==> src/rtl/pret_et.sv <==
// pret_et: progressive-precision stochastic-computing evaluator with start/done handshake.
// Streams deterministic operand/constant bitstreams, counts Z, and stops once the top P result bits are settled.
module pret_et #(
  parameter int W    = 6,
  parameter int N    = 2,
  parameter int NC   = 0,
  parameter int CORR = 0,
  localparam int TW  = (CORR != 0) ? (W + NC) : (W * N + NC),
  localparam int PW  = $clog2(TW + 1),
  localparam int NCW = (NC > 0) ? NC : 1
) (
  input  logic                clk,
  input  logic                rst,
  input  logic                start,
  input  logic [N-1:0][W-1:0] Bxs,
  input  logic [PW-1:0]       prec,
  output logic                busy,
  output logic [N-1:0]        Xs,
  output logic [NCW-1:0]      Xcs,
  input  logic                Z,
  output logic [TW:0]         Bz,
  output logic [TW:0]         cycles,
  output logic                done
);

  typedef enum logic [1:0] {S_IDLE, S_RUN, S_DONE} state_t;

  localparam logic [PW-1:0] P_MAX   = PW'(TW);
  localparam logic [PW-1:0] P_MIN   = PW'(1);
  localparam logic [TW:0]   FULL    = {1'b1, {TW{1'b0}}};
  localparam logic [TW:0]   CYC_ONE = {{TW{1'b0}}, 1'b1};
  localparam logic [TW-1:0] CNT_ONE = TW'(1);
  localparam int            CBASE   = (CORR != 0) ? W : W * N;

  state_t              r_state;
  state_t              w_state_nxt;
  logic [N-1:0][W-1:0] r_bx;
  logic [PW-1:0]       r_p;
  logic [TW-1:0]       r_cnt;
  logic [TW:0]         r_bz;
  logic [TW:0]         r_cycles;

  logic                w_accept;
  logic [TW:0]         w_bz_nxt;
  logic [TW:0]         w_cyc_nxt;
  logic [TW:0]         w_rem;
  logic [TW:0]         w_hi;
  logic [PW-1:0]       w_s;
  logic                w_settled;
  logic [N-1:0][W-1:0] w_field;
  logic [N-1:0]        w_xs;
  logic [NCW-1:0]      w_xcs;

  function automatic logic [W-1:0] rev_w(input logic [W-1:0] v);
    logic [W-1:0] r;
    for (int b = 0; b < W; b++) r[b] = v[W-1-b];
    return r;
  endfunction

  function automatic logic [PW-1:0] clamp_prec(input logic [PW-1:0] p);
    logic [PW-1:0] r;
    r = p;
    if (p == '0)
      r = P_MIN;
    else if (p > P_MAX)
      r = P_MAX;
    return r;
  endfunction

  // Termination test on the post-update count: the top P bits of c and c+R agree,
  // so no remaining samples can change them.
  assign w_bz_nxt  = r_bz + {{TW{1'b0}}, Z};
  assign w_cyc_nxt = r_cycles + CYC_ONE;
  assign w_rem     = FULL - w_cyc_nxt;
  assign w_hi      = w_bz_nxt + w_rem;
  assign w_s       = P_MAX - r_p;
  assign w_settled = (w_rem == '0) || ((w_bz_nxt >> w_s) == (w_hi >> w_s));
  assign w_accept  = start && (r_state != S_RUN);

  always_comb begin
    w_state_nxt = r_state;
    case (r_state)
      S_IDLE:  if (start) w_state_nxt = S_RUN;
      S_RUN:   if (w_settled) w_state_nxt = S_DONE;
      S_DONE:  if (start) w_state_nxt = S_RUN;
      default: w_state_nxt = S_IDLE;
    endcase
  end

  always_ff @(posedge clk or posedge rst) begin
    if (rst)
      r_state <= S_IDLE;
    else
      r_state <= w_state_nxt;
  end

  always_ff @(posedge clk or posedge rst) begin
    if (rst) begin
      r_bx     <= '0;
      r_p      <= '0;
      r_cnt    <= '0;
      r_bz     <= '0;
      r_cycles <= '0;
    end else if (w_accept) begin
      r_bx     <= Bxs;
      r_p      <= clamp_prec(prec);
      r_cnt    <= '0;
      r_bz     <= '0;
      r_cycles <= '0;
    end else if (r_state == S_RUN) begin
      r_cnt    <= r_cnt + CNT_ONE;
      r_bz     <= w_bz_nxt;
      r_cycles <= w_cyc_nxt;
    end
  end

  // Correlated mode shares the low counter field across every operand.
  for (genvar gi = 0; gi < N; gi++) begin : g_field
    if (CORR != 0) begin : g_corr
      assign w_field[gi] = r_cnt[W-1:0];
    end else begin : g_ind
      assign w_field[gi] = r_cnt[gi*W +: W];
    end
  end

  always_comb begin
    w_xs = '0;
    if (r_state == S_RUN)
      for (int i = 0; i < N; i++) w_xs[i] = (r_bx[i] > rev_w(w_field[i]));
  end

  if (NC > 0) begin : g_xc
    assign w_xcs = (r_state == S_RUN) ? r_cnt[CBASE +: NCW] : '0;
  end else begin : g_noxc
    assign w_xcs = '0;
  end

  assign Xs     = w_xs;
  assign Xcs    = w_xcs;
  assign Bz     = r_bz;
  assign cycles = r_cycles;
  assign busy   = (r_state == S_RUN);
  assign done   = (r_state == S_DONE);

endmodule

==> config.mk <==
export PLATFORM = sky130hd
export DESIGN_NAME = pret_et
export DESIGN_NICKNAME = d
export VERILOG_FILES = /design/src/rtl/pret_et.sv
export SDC_FILE = /design/constraint.sdc
export NUM_CORES = 1
export LEC_CHECK = 0
export ABC_AREA = 1
export CELL_PAD_IN_SITES_DETAIL_PLACEMENT = 0
export CELL_PAD_IN_SITES_GLOBAL_PLACEMENT = 1
export CORE_MARGIN = 3
export CORE_UTILIZATION = 37
export CTS_BUF_LIST = sky130_fd_sc_hd__clkbuf_2
export DETAILED_ROUTE_END_ITERATION = 10
export PLACE_DENSITY = 0.82
export SYNTH_ARGS = -nofsm -noshare
export SYNTH_HDL_FRONTEND = slang
export SYNTH_SLANG_ARGS = --single-unit
==> constraint.sdc <==
create_clock -name clk -period 4.73 [get_ports clk]
set_clock_uncertainty 0.1 [all_clocks]
set_input_delay 0.7095 -clock clk [delete_from_list [all_inputs] [get_ports clk]]
set_output_delay 0.7095 -clock clk [all_outputs]
set_load 0.05 [all_outputs]
==> implementation parameters <==
Parameter                              Value

Synth
  Syn_area_per_cell    6.465 um^2
  Number of cells produced by synthesis    803
  Number of synthesized flops with an enable pin    0
  Most common cell in the netlist    sky130_fd_sc_hd__nand2_1
  Post-synthesis cell type with the largest combined area    sky130_fd_sc_hd__dfrtp_1
  Top FF cell, synth    sky130_fd_sc_hd__dfrtp_1
  YS warnings    0
  Most common library cells after synthesis    sky130_fd_sc_hd__nand2_1 (240), sky130_fd_sc_hd__inv_1 (102), sky130_fd_sc_hd__nand3_1 (86)
  Library cells used by synthesis    46
  Net count after synthesis    854
  Seq/Total Area, Yosys    26.99%
  Post-synth top area share    26.99%
  Fraction of registers with async set/reset    100.0%
  Number of synthesized register bits    56
  Mapped Area    5191 um^2
  Main area contributors after synthesis    sky130_fd_sc_hd__dfrtp_1 (27%), sky130_fd_sc_hd__nand2_1 (17%), sky130_fd_sc_hd__nand3_1 (8.3%)

Worst setup path
  Combined buffer and inverter count along the critical path    4
  Critical Path Most Common Cell    sky130_fd_sc_hd__nand2_1
  Data arrival time of the worst path    4.66 ns
  Category of the worst setup path capture point    register
  Stage delay of the slowest cell on the critical path    0.49 ns
  Cell with the biggest individual delay on the critical path    sky130_fd_sc_hd__clkdlybuf4s50_1
  Launching point of the worst reg2reg path    cycles[0]$_DFFE_PP0P_
  Category of the critical setup timing path    input port to register
  Crit path from    Z
  Highest net fanout along the worst path    4
  Internal reg-to-reg setup slack    0.45 ns
  Reg2Reg Depth    29
  Capture point of the worst reg-to-reg path    r_state[1]$_DFFE_PP0P_
  Data required time of the critical path    5.07 ns
  Startpoint type of the worst setup path    input port
  Gate family responsible for the most delay along the worst path    simple AND/OR/NAND/NOR gates

STA
  RSZ-0062 raised after global routing    false
  Final Setup Violations    0
  Final count of pins violating max slew    0
  Period Utilization, post-route    91.24%
  Final Hold Fails    0
  Measured slew at the worst slew-check pin    0.7915 ns
  Fmax achieved    231.7 MHz
  Sum of negative setup slack    0 ns
  Time the final worst path needs with I/O delays and setup    4.315 ns
  Relative slew slack    47.23%

Floorplanning
  Initial core utilization    38.44%
  Core Rows    42
  Die width    124.5 um
  Total I/O pin count    51
  Die area    15490 um^2
  Core region area    13510 um^2
  Chip height    124.5 um

Route
  Wire length on met2    6.552 mm
  Routed via count divided by cell count    5.055
  Routed wire length on met3    576 um
  Via count    5333
  Post-detailed-route DRC marker count    0
  Post-detailed-route wirelength per cell    13.61 um
  Met1 Routed Length    7.153 mm
  Top sig layer    met4
  Detailed Route Iter0 Violations    441
  Number of nets with antenna violations after detailed routing    0
  Wire length reported by the detailed router    14.36 mm
  Drt pass-1 iters    5

Power and ir drop
  Power share of the sequential group    15.3%
  Static leakage    0.003081 uW
  Maximum VDD drop    373.2 uV
  Switching portion of total power    56.80%
  Clock share of power    4.4%
  Sw Pwr    2562 uW
  Combinational group share of total power    80.3%
  Internal    1949 uW
  Total chip power    4511 uW
  Power density cells    729.5 nW/um^2

Clock tree
  TritonCTS buffer count    5
  Level count of the clock H-tree    2
  Clock network latency to the later pin of the worst-skew pair    0.50 ns
  Buffer cell driving the clock tree root    sky130_fd_sc_hd__clkbuf_2
  Maximum root-to-sink buffer count    2
  Clock slew at reported path FFs    0.28 ns
  Post-cts resize count    0
  Cts hold-fix bufs    0
  TritonCTS clock tree    done
  CTS Sinks    56
  Post-CTS setup buffers    0

Placement
  Half-perimeter wire length after detailed placement    11.15 mm
  Port Buf Inserts    49
  Routability-driven placement congestion ratio    0.8712

Global routing
  GRT Residual Overflow    0
  Maximum number of pins on one net before global-route repair    37
  Initial antenna violation count    0
  All-layer global routing usage    18.29%
  First-pass GRT wire length    23.93 mm
  Via count of the first global-routing pass    4824

Final layout
  End-of-flow core utilization    45.78%
  Layout Nets    929
  Fraction of final layout cells sized beyond drive strength 1    10.35%
  Ant. Diodes    0
  Layout area overhead    19.11%

Status
  Outcome    finished, final reports clean

Min path
  Worst Hold Launch    r_bx[9]$_DFFE_PP0P_
  Destination of the worst hold path    r_bx[9]$_DFFE_PP0P_
  Type of the tightest min-delay check    register to register
  Number of stages on the worst hold path    2

Flow run
  Max-cap violation count    0
[kinds of logic after synthesis]
family	count (synthesis)	share of synthesized area (%)
adder cells (fa/ha/maj)	31	7.616
other	1	0.07224
AO/OA/AOI/OAI	125	13.62
multiplexers	1	0.1928
AND/OR/NAND/NOR	434	37.72
buffers and inverters	131	9.737
flip-flops	56	26.99
XOR/XNOR	24	4.049
[power groups by stage]
| stage | registers [uW] | clock network (uW) | logic, uW |
|---|---|---|---|
| 2_1_floorplan | 725 | 0 | 2580 |
| 3_3_place_gp | 700 | 0 | 3600 |
| 3_5_place_dp | 702 | 0 | 3580 |
| 4_1_cts | 693 | 207 | 3600 |
| 5_1_grt | 712 | 227 | 4120 |
| 6_report | 691 | 198 | 3620 |
[stage by stage]
stage / std cells / hold slack, ns / setup slack [ns] / cell area (um^2)
finish: 1055 / 0.4160 / 0.4146 / 6183
global placement: 1047 / 0.3637 / -0.1174 / 6125
global route: 1055 / 0.4283 / 0.01021 / 6183
floorplan: 803 / 0.3483 / 0.4029 / 5191
CTS: 1055 / 0.4209 / 0.2161 / 6167
detailed placement: 1047 / 0.3657 / -0.1510 / 6125
[cell type report]
class                           count  area [um^2]
Timing Repair Buffer               91        805.8
Inverter                          108        405.4
Tap cell                          176        220.2
Fill cell                        1397         7322
Clock buffer                        5        25.02
Multi-Input combinational cell    616         3308
Clock inverter                      3        17.52
Sequential cell                    56         1401
[worst min-delay path, stage by stage, from the launching register on]
cell and delay [ns]:
sky130_fd_sc_hd__dfrtp_1 0.42, sky130_fd_sc_hd__nand2_1 0.05, sky130_fd_sc_hd__nand2_1 0.04
[metal layers]
| metal | global-route usage [%] | up-vias |
|---|---|---|
| li1 | - | 2800 |
| met1 | 26.31 | 2414 |
| met2 | 29.90 | 109 |
| met3 | 2.702 | 10 |
| met4 | 2.386 | 0 |
| met5 | 0 | - |
[sequential cells by signal, summed over array words and instances (netlist names)]
signal	flops
Bz	13
cycles	13
r_bx	12
r_cnt	12
r_p	4
r_state	2
[how the worst max path moves through the flow]
| stage | to | slack [ns] | depth (start not counted) |
|---|---|---|---|
| 6_report | r_state[1]$_DFFE_PP0P_ | 0.41 | 34 |
| 2_1_floorplan | r_state[0]$_DFFE_PP0P_ | 0.40 | 30 |
| 5_1_grt | r_state[1]$_DFFE_PP0P_ | 0.01 | 33 |
| 4_1_cts | r_state[1]$_DFFE_PP0P_ | 0.22 | 27 |
| 3_5_place_dp | r_state[0]$_DFFE_PP0P_ | -0.15 | 32 |
| 3_3_place_gp | r_state[0]$_DFFE_PP0P_ | -0.12 | 32 |
[placed cells by master, fill, tap and decap left out, types with 3 or more instances in the layout]
cell type                         count
sky130_fd_sc_hd__a21o_1               5
sky130_fd_sc_hd__a21oi_1             20
sky130_fd_sc_hd__a31oi_1              4
sky130_fd_sc_hd__buf_4               42
sky130_fd_sc_hd__clkbuf_2             5
sky130_fd_sc_hd__clkdlybuf4s50_1     49
sky130_fd_sc_hd__clkinv_1             4
sky130_fd_sc_hd__dfrtp_1             56
sky130_fd_sc_hd__ha_1                30
sky130_fd_sc_hd__inv_1              101
sky130_fd_sc_hd__inv_2                4
sky130_fd_sc_hd__nand2_1            240
sky130_fd_sc_hd__nand2_2             14
sky130_fd_sc_hd__nand3_1             86
sky130_fd_sc_hd__nand3_2              5
sky130_fd_sc_hd__nand4_1             19
sky130_fd_sc_hd__nor2_1              37
sky130_fd_sc_hd__nor2_2               7
sky130_fd_sc_hd__nor2_4               3
sky130_fd_sc_hd__nor3_1               5
sky130_fd_sc_hd__nor4_1               9
sky130_fd_sc_hd__o21ai_0             57
sky130_fd_sc_hd__o21ai_1              7
sky130_fd_sc_hd__o22ai_1             19
sky130_fd_sc_hd__xnor2_1              6
sky130_fd_sc_hd__xor2_1              17
Power figures use the tool's default switching activity.
